<file path="config.mk">
export PLATFORM = sky130hd
export DESIGN_NAME = imem_port_arbiter_flat
export DESIGN_NICKNAME = d
export VERILOG_FILES = /design/src/rtl/imem_port_arbiter_if.sv /design/src/rtl/imem_port_arbiter.sv /design/src/flat_wrapper.sv
export SDC_FILE = /design/constraint.sdc
export NUM_CORES = 1
export LEC_CHECK = 0
export CAP_MARGIN = 20
export CORE_ASPECT_RATIO = 0.5
export CORE_MARGIN = 1.5
export CORE_UTILIZATION = 63
export CTS_CLUSTER_SIZE = 40
export DETAILED_ROUTE_END_ITERATION = 10
export DONT_BUFFER_PORTS = 1
export PLACE_DENSITY = 0.77
export SYNTH_ARGS = -nofsm -noshare
export SYNTH_HDL_FRONTEND = slang
export SYNTH_SLANG_ARGS = --single-unit
</file>
<file path="constraint.sdc">
create_clock -name clk -period 2.8 [get_ports clk]
set_input_delay 0.56 -clock clk [delete_from_list [all_inputs] [get_ports clk]]
set_output_delay 0.56 -clock clk [all_outputs]
set_load 0.005 [all_outputs]
</file>
<file path="src/rtl/imem_port_arbiter_if.sv">
`default_nettype none
// ============================================================================
// Module      : imem_port_arbiter_if
// Description : Bundle of the signals around the shared memory-port arbiter.
//               Fetch request/response, load/store request/response, the
//               memory-array port and the fault report all live here.
//               slave  : the arbiter's view (requests in, grants/port out)
//               master : the environment's view (requesters + memory arrays)
// Revision    : 1.0 - initial release
// ============================================================================
interface imem_port_arbiter_if #(
    parameter int DATA_WIDTH = 32,
    parameter int MEM_AW     = 10
);
    // fetch requester
    logic                  if_req;
    logic [DATA_WIDTH-1:0] if_addr;
    logic                  if_gnt;
    logic                  if_rvalid;
    logic [DATA_WIDTH-1:0] if_rdata;
    // load/store requester
    logic                  d_req;
    logic                  d_we;
    logic [DATA_WIDTH-1:0] d_addr;
    logic [DATA_WIDTH-1:0] d_wdata;
    logic                  d_gnt;
    logic                  d_rvalid;
    logic [DATA_WIDTH-1:0] d_rdata;
    // memory array port
    logic [MEM_AW-1:0]     mem_addr;
    logic                  mem_sel;
    logic                  mem_we;
    logic [DATA_WIDTH-1:0] mem_wdata;
    logic [DATA_WIDTH-1:0] mem_rdata;
    // fault report
    logic                  fault;
    logic [DATA_WIDTH-1:0] fault_addr;

    modport slave (
        input  if_req, if_addr, d_req, d_we, d_addr, d_wdata, mem_rdata,
        output if_gnt, if_rvalid, if_rdata, d_gnt, d_rvalid, d_rdata,
               mem_addr, mem_sel, mem_we, mem_wdata, fault, fault_addr
    );

    modport master (
        output if_req, if_addr, d_req, d_we, d_addr, d_wdata, mem_rdata,
        input  if_gnt, if_rvalid, if_rdata, d_gnt, d_rvalid, d_rdata,
               mem_addr, mem_sel, mem_we, mem_wdata, fault, fault_addr
    );
endinterface
`default_nettype wire

</file>
<file path="src/rtl/imem_port_arbiter.sv">
`default_nettype none
// ============================================================================
// Module      : imem_port_arbiter
// Description : Shares one text/data memory port between the instruction
//               fetch and load/store requesters. Round-robin arbitration on
//               simultaneous requests, alignment/window/write-protect checks,
//               byte-address to word-index translation, fixed-latency access.
// Ports       : clk    - clock, rising edge
//               rst_n  - synchronous active-low reset
//               bus_io - imem_port_arbiter_if.slave: if_* fetch handshake,
//                        d_* load/store handshake, mem_* array port,
//                        fault/fault_addr rejected-access report
// Revision    : 1.0 - initial release
// ============================================================================
module imem_port_arbiter #(
    parameter int                    DATA_WIDTH  = 32,
    parameter int                    MEM_AW      = 10,
    parameter logic [DATA_WIDTH-1:0] TEXT_BASE   = 32'h0040_0000,
    parameter logic [DATA_WIDTH-1:0] DATA_BASE   = 32'h1001_0000,
    parameter int                    MEM_LATENCY = 1
) (
    input  logic               clk,
    input  logic               rst_n,
    imem_port_arbiter_if.slave bus_io
);

    typedef enum logic [1:0] {
        ST_IDLE   = 2'd0,
        ST_ACCESS = 2'd1,
        ST_FAULT  = 2'd2,
        ST_RESP   = 2'd3
    } state_t;

    // Bytes covered by one segment window.
    localparam logic [DATA_WIDTH-1:0] SEG_BYTES = DATA_WIDTH'(1) << (MEM_AW + 2);
    localparam logic [2:0]            LAST_CNT  = 3'(MEM_LATENCY - 1);

    state_t                state_q, state_d;
    logic                  owner_q, owner_d;           // 1 = load/store owns the port
    logic                  last_was_d_q, last_was_d_d; // round-robin pointer
    logic [MEM_AW-1:0]     idx_q, idx_d;
    logic                  sel_q, sel_d;
    logic                  we_q, we_d;
    logic [DATA_WIDTH-1:0] wdata_q, wdata_d;
    logic [2:0]            cnt_q, cnt_d;
    logic [DATA_WIDTH-1:0] if_rdata_q, if_rdata_d;
    logic [DATA_WIDTH-1:0] d_rdata_q, d_rdata_d;
    logic [DATA_WIDTH-1:0] fault_addr_q, fault_addr_d;

    // Candidate request as seen in IDLE.
    logic                  w_pick_d;
    logic [DATA_WIDTH-1:0] w_addr;
    logic                  w_we;
    logic [DATA_WIDTH-1:0] w_off_text;
    logic [DATA_WIDTH-1:0] w_off_data;
    logic                  w_in_text;
    logic                  w_in_data;
    logic                  w_bad;

    always_comb begin
        // Load/store wins when alone, or on a tie when fetch was served last.
        w_pick_d   = bus_io.d_req && (!bus_io.if_req || !last_was_d_q);
        w_addr     = w_pick_d ? bus_io.d_addr : bus_io.if_addr;
        w_we       = w_pick_d && bus_io.d_we;
        // Wrapping subtraction plus one unsigned compare gives the window test.
        w_off_text = w_addr - TEXT_BASE;
        w_off_data = w_addr - DATA_BASE;
        w_in_text  = (w_off_text < SEG_BYTES);
        w_in_data  = (w_off_data < SEG_BYTES);
        w_bad      = (w_addr[1:0] != 2'b00)
                   || (!w_pick_d && !w_in_text)
                   || (w_pick_d && !w_in_text && !w_in_data)
                   || (w_we && w_in_text);
    end

    always_comb begin
        state_d      = state_q;
        owner_d      = owner_q;
        last_was_d_d = last_was_d_q;
        idx_d        = idx_q;
        sel_d        = sel_q;
        we_d         = we_q;
        wdata_d      = wdata_q;
        cnt_d        = cnt_q;
        if_rdata_d   = if_rdata_q;
        d_rdata_d    = d_rdata_q;
        fault_addr_d = fault_addr_q;

        case (state_q)
            ST_IDLE: begin
                cnt_d = 3'd0;
                if (bus_io.if_req || bus_io.d_req) begin
                    owner_d      = w_pick_d;
                    last_was_d_d = w_pick_d;
                    sel_d        = !w_in_text;
                    idx_d        = w_in_text ? w_off_text[MEM_AW+1:2] : w_off_data[MEM_AW+1:2];
                    we_d         = w_we;
                    wdata_d      = w_we ? bus_io.d_wdata : '0;
                    if (w_bad) begin
                        state_d      = ST_FAULT;
                        fault_addr_d = w_addr;
                    end else begin
                        state_d = ST_ACCESS;
                    end
                end
            end
            ST_ACCESS: begin
                if (cnt_q == LAST_CNT) begin
                    state_d = ST_RESP;
                    if (owner_q) begin
                        d_rdata_d = we_q ? '0 : bus_io.mem_rdata;
                    end else begin
                        if_rdata_d = bus_io.mem_rdata;
                    end
                end else begin
                    cnt_d = cnt_q + 3'd1;
                end
            end
            ST_FAULT: begin
                state_d = ST_RESP;
                if (owner_q) begin
                    d_rdata_d = '0;
                end else begin
                    if_rdata_d = '0;
                end
            end
            ST_RESP: begin
                state_d = ST_IDLE;
            end
            default: begin
                state_d = ST_IDLE;
            end
        endcase
    end

    always_ff @(posedge clk) begin
        if (!rst_n) begin
            state_q      <= ST_IDLE;
            owner_q      <= 1'b0;
            last_was_d_q <= 1'b1;
            idx_q        <= '0;
            sel_q        <= 1'b0;
            we_q         <= 1'b0;
            wdata_q      <= '0;
            cnt_q        <= 3'd0;
            if_rdata_q   <= '0;
            d_rdata_q    <= '0;
            fault_addr_q <= '0;
        end else begin
            state_q      <= state_d;
            owner_q      <= owner_d;
            last_was_d_q <= last_was_d_d;
            idx_q        <= idx_d;
            sel_q        <= sel_d;
            we_q         <= we_d;
            wdata_q      <= wdata_d;
            cnt_q        <= cnt_d;
            if_rdata_q   <= if_rdata_d;
            d_rdata_q    <= d_rdata_d;
            fault_addr_q <= fault_addr_d;
        end
    end

    logic w_access;
    logic w_first;

    assign w_access = (state_q == ST_ACCESS);
    // The grant pulse marks the first cycle after acceptance: either the
    // first ACCESS cycle or the single FAULT cycle.
    assign w_first  = (w_access && (cnt_q == 3'd0)) || (state_q == ST_FAULT);

    assign bus_io.if_gnt     = w_first && !owner_q;
    assign bus_io.d_gnt      = w_first && owner_q;
    assign bus_io.if_rvalid  = (state_q == ST_RESP) && !owner_q;
    assign bus_io.d_rvalid   = (state_q == ST_RESP) && owner_q;
    assign bus_io.if_rdata   = if_rdata_q;
    assign bus_io.d_rdata    = d_rdata_q;
    assign bus_io.mem_addr   = w_access ? idx_q : '0;
    assign bus_io.mem_sel    = w_access && sel_q;
    assign bus_io.mem_we     = w_access && we_q && (cnt_q == 3'd0);
    assign bus_io.mem_wdata  = w_access ? wdata_q : '0;
    assign bus_io.fault      = (state_q == ST_FAULT);
    assign bus_io.fault_addr = fault_addr_q;

endmodule
`default_nettype wire

</file>
<file path="src/flat_wrapper.sv">
// flat-port wrapper written by rule: the top's interface ports become plain ports
module imem_port_arbiter_flat 
#(
    parameter int                    DATA_WIDTH  = 32,
    parameter int                    MEM_AW      = 10,
    parameter logic [DATA_WIDTH-1:0] TEXT_BASE   = 32'h0040_0000,
    parameter logic [DATA_WIDTH-1:0] DATA_BASE   = 32'h1001_0000,
    parameter int                    MEM_LATENCY = 1
)
  (clk, rst_n, bus_io_if_req, bus_io_if_addr, bus_io_d_req, bus_io_d_we, bus_io_d_addr, bus_io_d_wdata, bus_io_mem_rdata, bus_io_if_gnt, bus_io_if_rvalid, bus_io_if_rdata, bus_io_d_gnt, bus_io_d_rvalid, bus_io_d_rdata, bus_io_mem_addr, bus_io_mem_sel, bus_io_mem_we, bus_io_mem_wdata, bus_io_fault, bus_io_fault_addr);
  imem_port_arbiter_if #(.DATA_WIDTH(DATA_WIDTH), .MEM_AW(MEM_AW)) bus_io_i ();
  input  logic clk;
  input  logic rst_n;
  input wire logic [$bits(bus_io_i.if_req)-1:0] bus_io_if_req;
  input wire logic [$bits(bus_io_i.if_addr)-1:0] bus_io_if_addr;
  input wire logic [$bits(bus_io_i.d_req)-1:0] bus_io_d_req;
  input wire logic [$bits(bus_io_i.d_we)-1:0] bus_io_d_we;
  input wire logic [$bits(bus_io_i.d_addr)-1:0] bus_io_d_addr;
  input wire logic [$bits(bus_io_i.d_wdata)-1:0] bus_io_d_wdata;
  input wire logic [$bits(bus_io_i.mem_rdata)-1:0] bus_io_mem_rdata;
  output wire logic [$bits(bus_io_i.if_gnt)-1:0] bus_io_if_gnt;
  output wire logic [$bits(bus_io_i.if_rvalid)-1:0] bus_io_if_rvalid;
  output wire logic [$bits(bus_io_i.if_rdata)-1:0] bus_io_if_rdata;
  output wire logic [$bits(bus_io_i.d_gnt)-1:0] bus_io_d_gnt;
  output wire logic [$bits(bus_io_i.d_rvalid)-1:0] bus_io_d_rvalid;
  output wire logic [$bits(bus_io_i.d_rdata)-1:0] bus_io_d_rdata;
  output wire logic [$bits(bus_io_i.mem_addr)-1:0] bus_io_mem_addr;
  output wire logic [$bits(bus_io_i.mem_sel)-1:0] bus_io_mem_sel;
  output wire logic [$bits(bus_io_i.mem_we)-1:0] bus_io_mem_we;
  output wire logic [$bits(bus_io_i.mem_wdata)-1:0] bus_io_mem_wdata;
  output wire logic [$bits(bus_io_i.fault)-1:0] bus_io_fault;
  output wire logic [$bits(bus_io_i.fault_addr)-1:0] bus_io_fault_addr;
  assign bus_io_i.if_req = bus_io_if_req;
  assign bus_io_i.if_addr = bus_io_if_addr;
  assign bus_io_i.d_req = bus_io_d_req;
  assign bus_io_i.d_we = bus_io_d_we;
  assign bus_io_i.d_addr = bus_io_d_addr;
  assign bus_io_i.d_wdata = bus_io_d_wdata;
  assign bus_io_i.mem_rdata = bus_io_mem_rdata;
  assign bus_io_if_gnt = bus_io_i.if_gnt;
  assign bus_io_if_rvalid = bus_io_i.if_rvalid;
  assign bus_io_if_rdata = bus_io_i.if_rdata;
  assign bus_io_d_gnt = bus_io_i.d_gnt;
  assign bus_io_d_rvalid = bus_io_i.d_rvalid;
  assign bus_io_d_rdata = bus_io_i.d_rdata;
  assign bus_io_mem_addr = bus_io_i.mem_addr;
  assign bus_io_mem_sel = bus_io_i.mem_sel;
  assign bus_io_mem_we = bus_io_i.mem_we;
  assign bus_io_mem_wdata = bus_io_i.mem_wdata;
  assign bus_io_fault = bus_io_i.fault;
  assign bus_io_fault_addr = bus_io_i.fault_addr;
  imem_port_arbiter #(.DATA_WIDTH(DATA_WIDTH), .MEM_AW(MEM_AW), .TEXT_BASE(TEXT_BASE), .DATA_BASE(DATA_BASE), .MEM_LATENCY(MEM_LATENCY)) u_core (.clk(clk), .rst_n(rst_n), .bus_io(bus_io_i));
endmodule
</file>
==> results of run 1 <==
==> metal layers <==
layer,vias to the layer above,part of all wire,GRT usage
li1,2547,-,-
met1,2484,0.39,0.331
met2,230,0.49,0.494
met3,21,0.11,0.147
met4,0,0.012,0.0954
met5,-,0,0
==> state kept, by name, summed over array words and instances (netlist names) <==
| register | cells |
|---|---|
| u_core.sel_q | 1 |
| u_core.owner_q | 1 |
| u_core.wdata_q | 32 |
| u_core.state_q | 2 |
| u_core.last_was_d_q | 1 |
| u_core.bus_io.d_rdata | 32 |
| u_core.bus_io.fault_addr | 32 |
| u_core.idx_q | 10 |
| u_core.we_q | 1 |
| u_core.bus_io.if_rdata | 32 |
| u_core.cnt_q | 3 |
==> stage by stage <==
step	utilization	hold WS, ns	worst slack (ns)	total power, mW	cell area (um2)
6_report	0.732	0.238	0.515	7.14	7120
5_1_grt	0.732	0.232	0.363	7.51	7120
4_1_cts	0.732	0.218	0.505	7.14	7120
3_5_place_dp	0.668	0.463	0.149	4.74	6500
3_3_place_gp	0.668	0.456	0.261	4.68	6500
2_1_floorplan	-	0.448	0.304	4.31	6490
==> cell type report <==
type / count / share of cell area
clock buffers: 17 / 0.0597
repair buffers: 18 / 0.0225
inverters: 7 / 0.00404
flip-flops and latches: 147 / 0.413
well taps: 135 / 0.0237
clock inverters: 14 / 0.0281
multi-input cells: 527 / 0.449
==> layout by cell type (no fill, tap or decap), drive strengths merged, types with 2 or more instances in the layout <==
master,Yosys,layout
nor2,63,63
and2,48,48
a21boi,2,2
or4,2,2
nand3,66,66
a22oi,34,34
clkinv,0,3
nand4,3,3
clkinvlp,0,2
bufinv,0,4
buf,10,18
nor3,5,5
dfxtp,147,147
and3,3,3
nand2,109,109
nor2b,4,4
a21oi,67,67
mux2i,35,35
ha,6,6
a311oi,10,10
o21ai,4,4
nand4b,2,2
inv,7,12
clkbuf,54,17
mux2,21,21
a31oi,10,10
a211oi,12,12
nor4b,2,2
nor4,5,5
==> worst paths after layout <==
kind	to	from	slack, ns	cells past startpoint
setup / recovery	bus_io_mem_addr[9]	u_core.state_q[1]	0.52	4
hold / removal	u_core.last_was_d_q	rst_n	0.24	1
setup reg to reg	u_core.bus_io.fault_addr[5]	u_core.last_was_d_q	0.54	8
hold reg to reg	u_core.bus_io.d_rdata[13]	u_core.bus_io.d_rdata[13]	0.47	2
==> power breakdown <==
| group | switching (mW) | leakage (nW) | internal [mW] | total (mW) |
|---|---|---|---|---|
| Clock | 0.923 | 0.302 | 1.50 | 2.43 |
| Sequential | 0.313 | 1.20 | 2.50 | 2.81 |
| Combinational | 1.23 | 1.15 | 0.675 | 1.90 |
| Total | 2.46 | 2.66 | 4.68 | 7.14 |
==> cell families after synthesis <==
logic type / Yosys count
buffers and inverters: 72
XOR/XNOR: 2
multiplexers: 56
flip-flops: 147
AO/OA/AOI/OAI: 146
adder cells (fa/ha/maj): 6
AND/OR/NAND/NOR: 317
==> flow_summary.toml, run 1 <==
[run_status]
status = "completed"

[routing]
drt_iter0_markers = 353
dr.pass1.iters = 5
ant_nets = 0
vias_per_cell = 6.11
drc = 0
routedWlPerCell_um = 19.3
routed_wirelength_mm = 16.7
vias = 5282

[synthesis]
synth_top_family_by_area = "simple AND/OR/NAND/NOR gates"
ys_seq_area_frac = 0.453
synth-compound-area-share = 0.153
synth.most_common_cell = "dfxtp_1"
synth_edf_count = 0
yosysUniqueCellTypes = 52
synthMuxAreaShare = 0.0904
ys.flop_type = "dfxtp_1"
netlist_top_cells_area = "dfxtp_1 45%, nand2_1 6.3%, mux2i_1 5.4%"
syn_inst = 746
synth_commonest_cells = "147 x dfxtp_1, 109 x nand2_1, 67 x a21oi_1, 65 x nand3_1, 63 x nor2_1"
synthAdderAreaFrac = 0.0116
yosysTopAreaCell = "dfxtp_1"
synthSimpleGateAreaFrac = 0.232
async_flop_share = 0
syn_avg_cell_area_um2 = 8.70
synthXorXnorAreaFrac = 0.00270
synth_area_mm2 = 0.00649
ys_ff_latch = 147
synth_nets = 885
synth_top_area_share = 0.453
ys_warn_count = 0

[grt]
grt.overflow.total = 0
antenna_found_initial = 0
grt_max_degree = 67
grt_use_total = 0.292
grt_pass1_vias = 4738
grt_first_pass_wirelength_mm = 24.9

[timing]
setup_tns_ns = 0
setup_violations = 0
worstMarginPinSlew_ns = 0.638
hold_viol_final = 0
rsz0062_at_grt = "no"
period_needed_ns = 2.28
fin_crit_sh = 0.816
slew-limit-headroom = 0.575
timing.final.max_slew_violations = 0
skew_ns = 0.0103
fmax_ghz = 0.438

[power]
p_per_area_mw_per_mm2 = 1000
leakagePower_nw = 2.66
ir_drop_v = 0.000523

[finish]
num_antenna_cells = 0
seq_area_mm2 = 0.00294
nets = 857
final_layout_size_suffix_gt1_frac = 0.127
fillCellCount = 758
multiInputGateArea_mm2 = 0.00320
area_delta_synth_final_pct = 9.74
instances_no_fill = 865

[setup_path]
cp.required_ns = 2.24
arrival_ns = 1.72
max_stage_delay_ns = 0.39
cp_top_family = "buffers and inverters"
crit_fanout = 45
worst_setup_path_end_kind = "output pin"
cp_slowest_cell = "buf_4"
path_cells = "inv_1, ha_1, buf_4, and2_1"
start_kind = "flip-flop"
critPathBufInv = 2
worstSetupPathType = "flip-flop to output pin"

[placed_design]
gp_congestion = 0.863
hpwl_mm = 11.3
place_inst = 834
io_buffers = 0

[clock_tree]
cts_hold_buf = 0
cts_buffers = 17
cts_tree = "done"
cts_root_buf = "clkbuf_16"
htreeDepth = 4
cts.sinks = 147
cts_setup_buffers = 0
clk_path_buf_depth = 2
clk_pin_slew_worst_paths_ns = 0.06
clock_latency_ns = 0.42
cts-resized-gates = 0

[die]
core_mm2 = 0.00973
start_util = 0.667
die_h_um = 74.8
dieArea_mm2 = 0.0110
io_pins = 278
rows = 25
die_w_um = 147

[run]
max_cap_violations = 0

[worst_hold_path]
hold_path_class = "input pin to flip-flop"
Power figures use the tool's default switching activity.
==> run 2: changes to the inputs <==
- clock period: 2.8 -> 2.2 ns (I/O delays scaled with it)
==> flow_summary.toml, run 2 (synthesis results as in run 1) <==
[setup_path]
worstSetupPathType = "flip-flop to flip-flop"
crit_fanout = 11
rrSetupSlack_ns = 0.008
reg2reg_from = "u_core.last_was_d_q"
reg2reg_depth = 8
reg2reg_to = "u_core.bus_io.fault_addr[8]"
worst_setup_path_end_kind = "flip-flop"
start_kind = "flip-flop"
arrival_ns = 2.49
cp.required_ns = 2.50

[die]
io_pins = 278
dieArea_mm2 = 0.0110
core_mm2 = 0.00973
die_w_um = 147
die_h_um = 74.8
rows = 25
start_util = 0.667

[timing]
slew-limit-headroom = 0.617
setup_ws_ns = 0.00803
setup_violations = 0
fmax_ghz = 0.456
hold_viol_final = 0
timing.final.max_slew_violations = 0
rsz0062_at_grt = "yes"
skew_ns = 0.00752
setup_tns_ns = 0
fin_crit_sh = 0.996
whs_ns = 0.124
worstMarginPinSlew_ns = 0.569
period_needed_ns = 2.19

[placed_design]
place_ws_ns = -0.279
hpwl_mm = 11.4
gp_congestion = 0.837
io_buffers = 0

[grt]
grt_max_degree = 69
antenna_found_initial = 0
grt_pass1_vias = 4990
grt_use_total = 0.297
grt.overflow.total = 0
grt_first_pass_wirelength_mm = 25.5

[power]
p_sw_frac = 0.355
ir_drop_v = 0.000738
p_switching_mw = 3.23
seq_power_share = 0.394
p_int_mw = 5.88
power.share.clock = 0.316
power_mw = 9.11
leakagePower_nw = 2.71
p_per_area_mw_per_mm2 = 1250
comb_power_share = 0.290

[worst_hold_path]
holdPathStages = 1
hold_path_class = "input pin to flip-flop"
min_to = "u_core.last_was_d_q"
min-delay-start = "rst_n"

[routing]
routedWlPerCell_um = 19.1
vias = 5353
drc = 0
ant_nets = 0
drt_iter0_markers = 313
vias_per_cell = 6.08
routed_wirelength_mm = 16.8
dr.pass1.iters = 4

[clock_tree]
cts_buffers = 17
cts_root_buf = "clkbuf_16"
cts_hold_buf = 0
clock_latency_ns = 0.41
htreeDepth = 4
cts.sinks = 147
clk_pin_slew_worst_paths_ns = 0.06
cts_setup_buffers = 0
clk_path_buf_depth = 2
cts_tree = "done"

[finish]
layout_common_cells = "146 x dfxtp_1, 109 x nand2_1, 67 x a21oi_1, 65 x nand3_1, 61 x nor2_1"
num_antenna_cells = 0
area_delta_synth_final_pct = 12.5
utilization = 0.751
final_layout_size_suffix_gt1_frac = 0.157
fillCellCount = 747
final_common_cell = "dfxtp_1"
nets = 871

[run]
max_cap_violations = 0

[run_status]
status = "completed"
[run 2: cell types whose count changed in the layout (fill, tap and decap cells not counted), sizes merged]
cell      previous run  this run
inv                 12        14
clkbuf              17        19
clkinvlp             2         1
bufinv               4         2
buf                 18        32
[run 2: per-layer routing]
metal	wire length, um	global-route usage	up-vias
li1	-	-	2577
met5	0	0	-
met1	6480	0.337	2518
met2	8260	0.518	232
met4	268	0.114	0
met3	1770	0.120	26
[run 2: repair_timing]
action / in CTS / in global routing
pin swaps: 0 / 1
endpoints found under the setup margin: 3 / 33
resized for setup: 2 / 11
cloned: 0 / 0
[run 2: worst max-delay path: stages (launching register included)]
cell	delay, ns
dfxtp_2	0.34
a21boi_4	0.33
nand4b_1	0.16
nor4bb_1	0.06
buf_4	0.13
o221ai_1	0.32
buf_4	0.28
a31oi_2	0.13
a311oi_2	0.33
[run 2: final cells by class]
type / instances / area, um2 / share of cell area
tap: 135 / 169 / 0.0231
timing repair buffer: 32 / 319 / 0.0437
sequential: 147 / 2940 / 0.403
clock inverter: 13 / 148 / 0.0202
clock buffer: 19 / 433 / 0.0593
multi-input combinational: 527 / 3260 / 0.447
inverter: 7 / 28.8 / 0.00394
[run 2: power groups by stage]
stage	Sequential (mW)	Combinational, mW	Clock, mW
2_1_floorplan	3.50	1.99	0
3_3_place_gp	3.62	2.47	0
3_5_place_dp	3.63	2.55	0
4_1_cts	3.58	2.58	2.90
5_1_grt	3.65	2.90	3.03
6_report	3.59	2.64	2.88
[run 2: worst max path at each step]
stage / to / from / depth (start not counted)
floorplan: u_core.bus_io.fault_addr[10] / bus_io_if_addr[15] / 7
global placement: u_core.bus_io.fault_addr[8] / bus_io_if_addr[15] / 7
detailed placement: u_core.bus_io.fault_addr[3] / bus_io_if_addr[15] / 7
CTS: u_core.bus_io.fault_addr[8] / u_core.last_was_d_q / 8
global route: u_core.bus_io.fault_addr[8] / u_core.last_was_d_q / 8
finish: u_core.bus_io.fault_addr[8] / u_core.last_was_d_q / 8
[run 2: metrics by stage]
step | cell area [um2] | cells
final | 7300 | 880
after CTS | 7240 | 880
after detailed placement | 6650 | 848
after floorplan | 6490 | 746
after global routing | 7300 | 880
after global placement | 6650 | 848
==> run 3: changes to the inputs <==
- REMOVE_ABC_BUFFERS: default -> 1
==> flow_summary.toml, run 3 (synthesis results as in run 1) <==
[run_status]
status = "completed"

[routing]
dr.pass1.iters = 6
ant_nets = 0
drt_iter0_markers = 369
drc = 0
vias = 5438
routed_wirelength_mm = 17.2
vias_per_cell = 6.19
routedWlPerCell_um = 19.6

[timing]
skew_ns = 0.0118
fmax_ghz = 0.478
worstMarginPinSlew_ns = 1.09
rsz0062_at_grt = "no"
whs_ns = 0.136
setup_tns_ns = 0
period_needed_ns = 2.09
slew-limit-headroom = 0.273
fin_crit_sh = 0.952
hold_viol_final = 0
timing.final.max_slew_violations = 0
setup_ws_ns = 0.107
setup_violations = 0

[clock_tree]
cts_root_buf = "clkbuf_16"
clock_latency_ns = 0.41
cts_buffers = 17
clk_path_buf_depth = 2
cts_hold_buf = 0
htreeDepth = 4
cts_setup_buffers = 0
cts_tree = "done"
clk_pin_slew_worst_paths_ns = 0.06
cts.sinks = 147

[setup_path]
worstSetupPathType = "flip-flop to flip-flop"
crit_fanout = 11
cp.required_ns = 2.51
cp_slowest_cell = "a221o_2"
cp_top_family = "compound AO/OA/AOI/OAI gates"
reg2reg_to = "u_core.bus_io.fault_addr[9]"
reg2reg_depth = 7
path_cells = "a21boi_4, nand4_1, a221o_2, nand4_2, buf_4, a31oi_2, a311oi_2"
arrival_ns = 2.40
cp-endpoint = "u_core.bus_io.fault_addr[9]"
start_kind = "flip-flop"
max_stage_delay_ns = 0.42
reg2reg_from = "u_core.last_was_d_q"
cp_num_cells = 7
critPathBufInv = 1
worst_setup_path_end_kind = "flip-flop"
crit_path_start = "u_core.last_was_d_q"
rrSetupSlack_ns = 0.11

[die]
core_mm2 = 0.00973
rows = 25
io_pins = 278
dieArea_mm2 = 0.0110
start_util = 0.667
die_w_um = 147
die_h_um = 74.8

[finish]
area_delta_synth_final_pct = 12.2
utilization = 0.749
nets = 871
layout_common_cells = "146 x dfxtp_1, 109 x nand2_1, 67 x a21oi_1, 65 x nand3_1, 62 x nor2_1"
final_layout_size_suffix_gt1_frac = 0.151
num_antenna_cells = 0
final_common_cell = "dfxtp_1"

[placed_design]
place_ws_ns = -0.242
io_buffers = 0
hpwl_mm = 11.7
gp_congestion = 0.837

[worst_hold_path]
min-delay-start = "rst_n"
hold_path_class = "input pin to flip-flop"

[grt]
grt_first_pass_wirelength_mm = 25.3
grt_use_total = 0.293
grt.overflow.total = 0
grt_pass1_vias = 4959
grt_max_degree = 70
antenna_found_initial = 0

[power]
p_per_area_mw_per_mm2 = 1250
ir_drop_v = 0.000667
leakagePower_nw = 2.73
power_mw = 9.12

[run]
max_cap_violations = 0
run 3: layout make-up:
cell class | instances | area, um2
clock buffers | 19 | 443
clock inverters | 12 | 155
fillers | 737 | 2440
inverters | 7 | 28.8
multi-input cells | 528 | 3240
flip-flops and latches | 147 | 2950
well taps | 135 | 169
repair buffers | 31 | 303
run 3: worst min-delay path by stage:
stage | cells past startpoint | to
2_1_floorplan | 2 | u_core.bus_io.d_rdata[0]
3_3_place_gp | 2 | u_core.bus_io.if_rdata[15]
3_5_place_dp | 2 | u_core.bus_io.d_rdata[1]
4_1_cts | 1 | u_core.last_was_d_q
5_1_grt | 1 | u_core.last_was_d_q
6_report | 1 | u_core.last_was_d_q
run 3: report_power, final:
| part | internal, mW | switching (mW) | leakage [nW] |
|---|---|---|---|
| clock network | 1.81 | 1.12 | 0.290 |
| logic | 0.970 | 1.61 | 1.24 |
| registers | 3.19 | 0.424 | 1.20 |
| total | 5.97 | 3.15 | 2.73 |
run 3: metrics by stage:
step	instances	instance area (um2)
2_1_floorplan	681	6150
3_3_place_gp	847	6630
3_5_place_dp	847	6630
4_1_cts	879	7240
5_1_grt	879	7280
6_report	879	7280
run 3: what timing repair did:
action	4_1_cts	5_1_grt
resized for setup	1	8
cloned	1	0
pin swaps	1	1
setup endpoints to repair	1	76
hold endpoints to repair	0	0
run 3: per-layer routing:
layer,global-route usage,wire (um),up-vias
met1,0.333,6400,2607
met2,0.520,8620,227
met3,0.118,1860,31
li1,-,-,2573
met5,0,0,-
met4,0.0988,317,0
run 3: worst register-to-register path, stage by stage, from the launching register on:
cell and delay, ns:
dfxtp_4 0.37, a21boi_4 0.33, nand4_1 0.21, a221o_2 0.42, nand4_2 0.10, buf_4 0.20, a31oi_2 0.11, a311oi_2 0.25
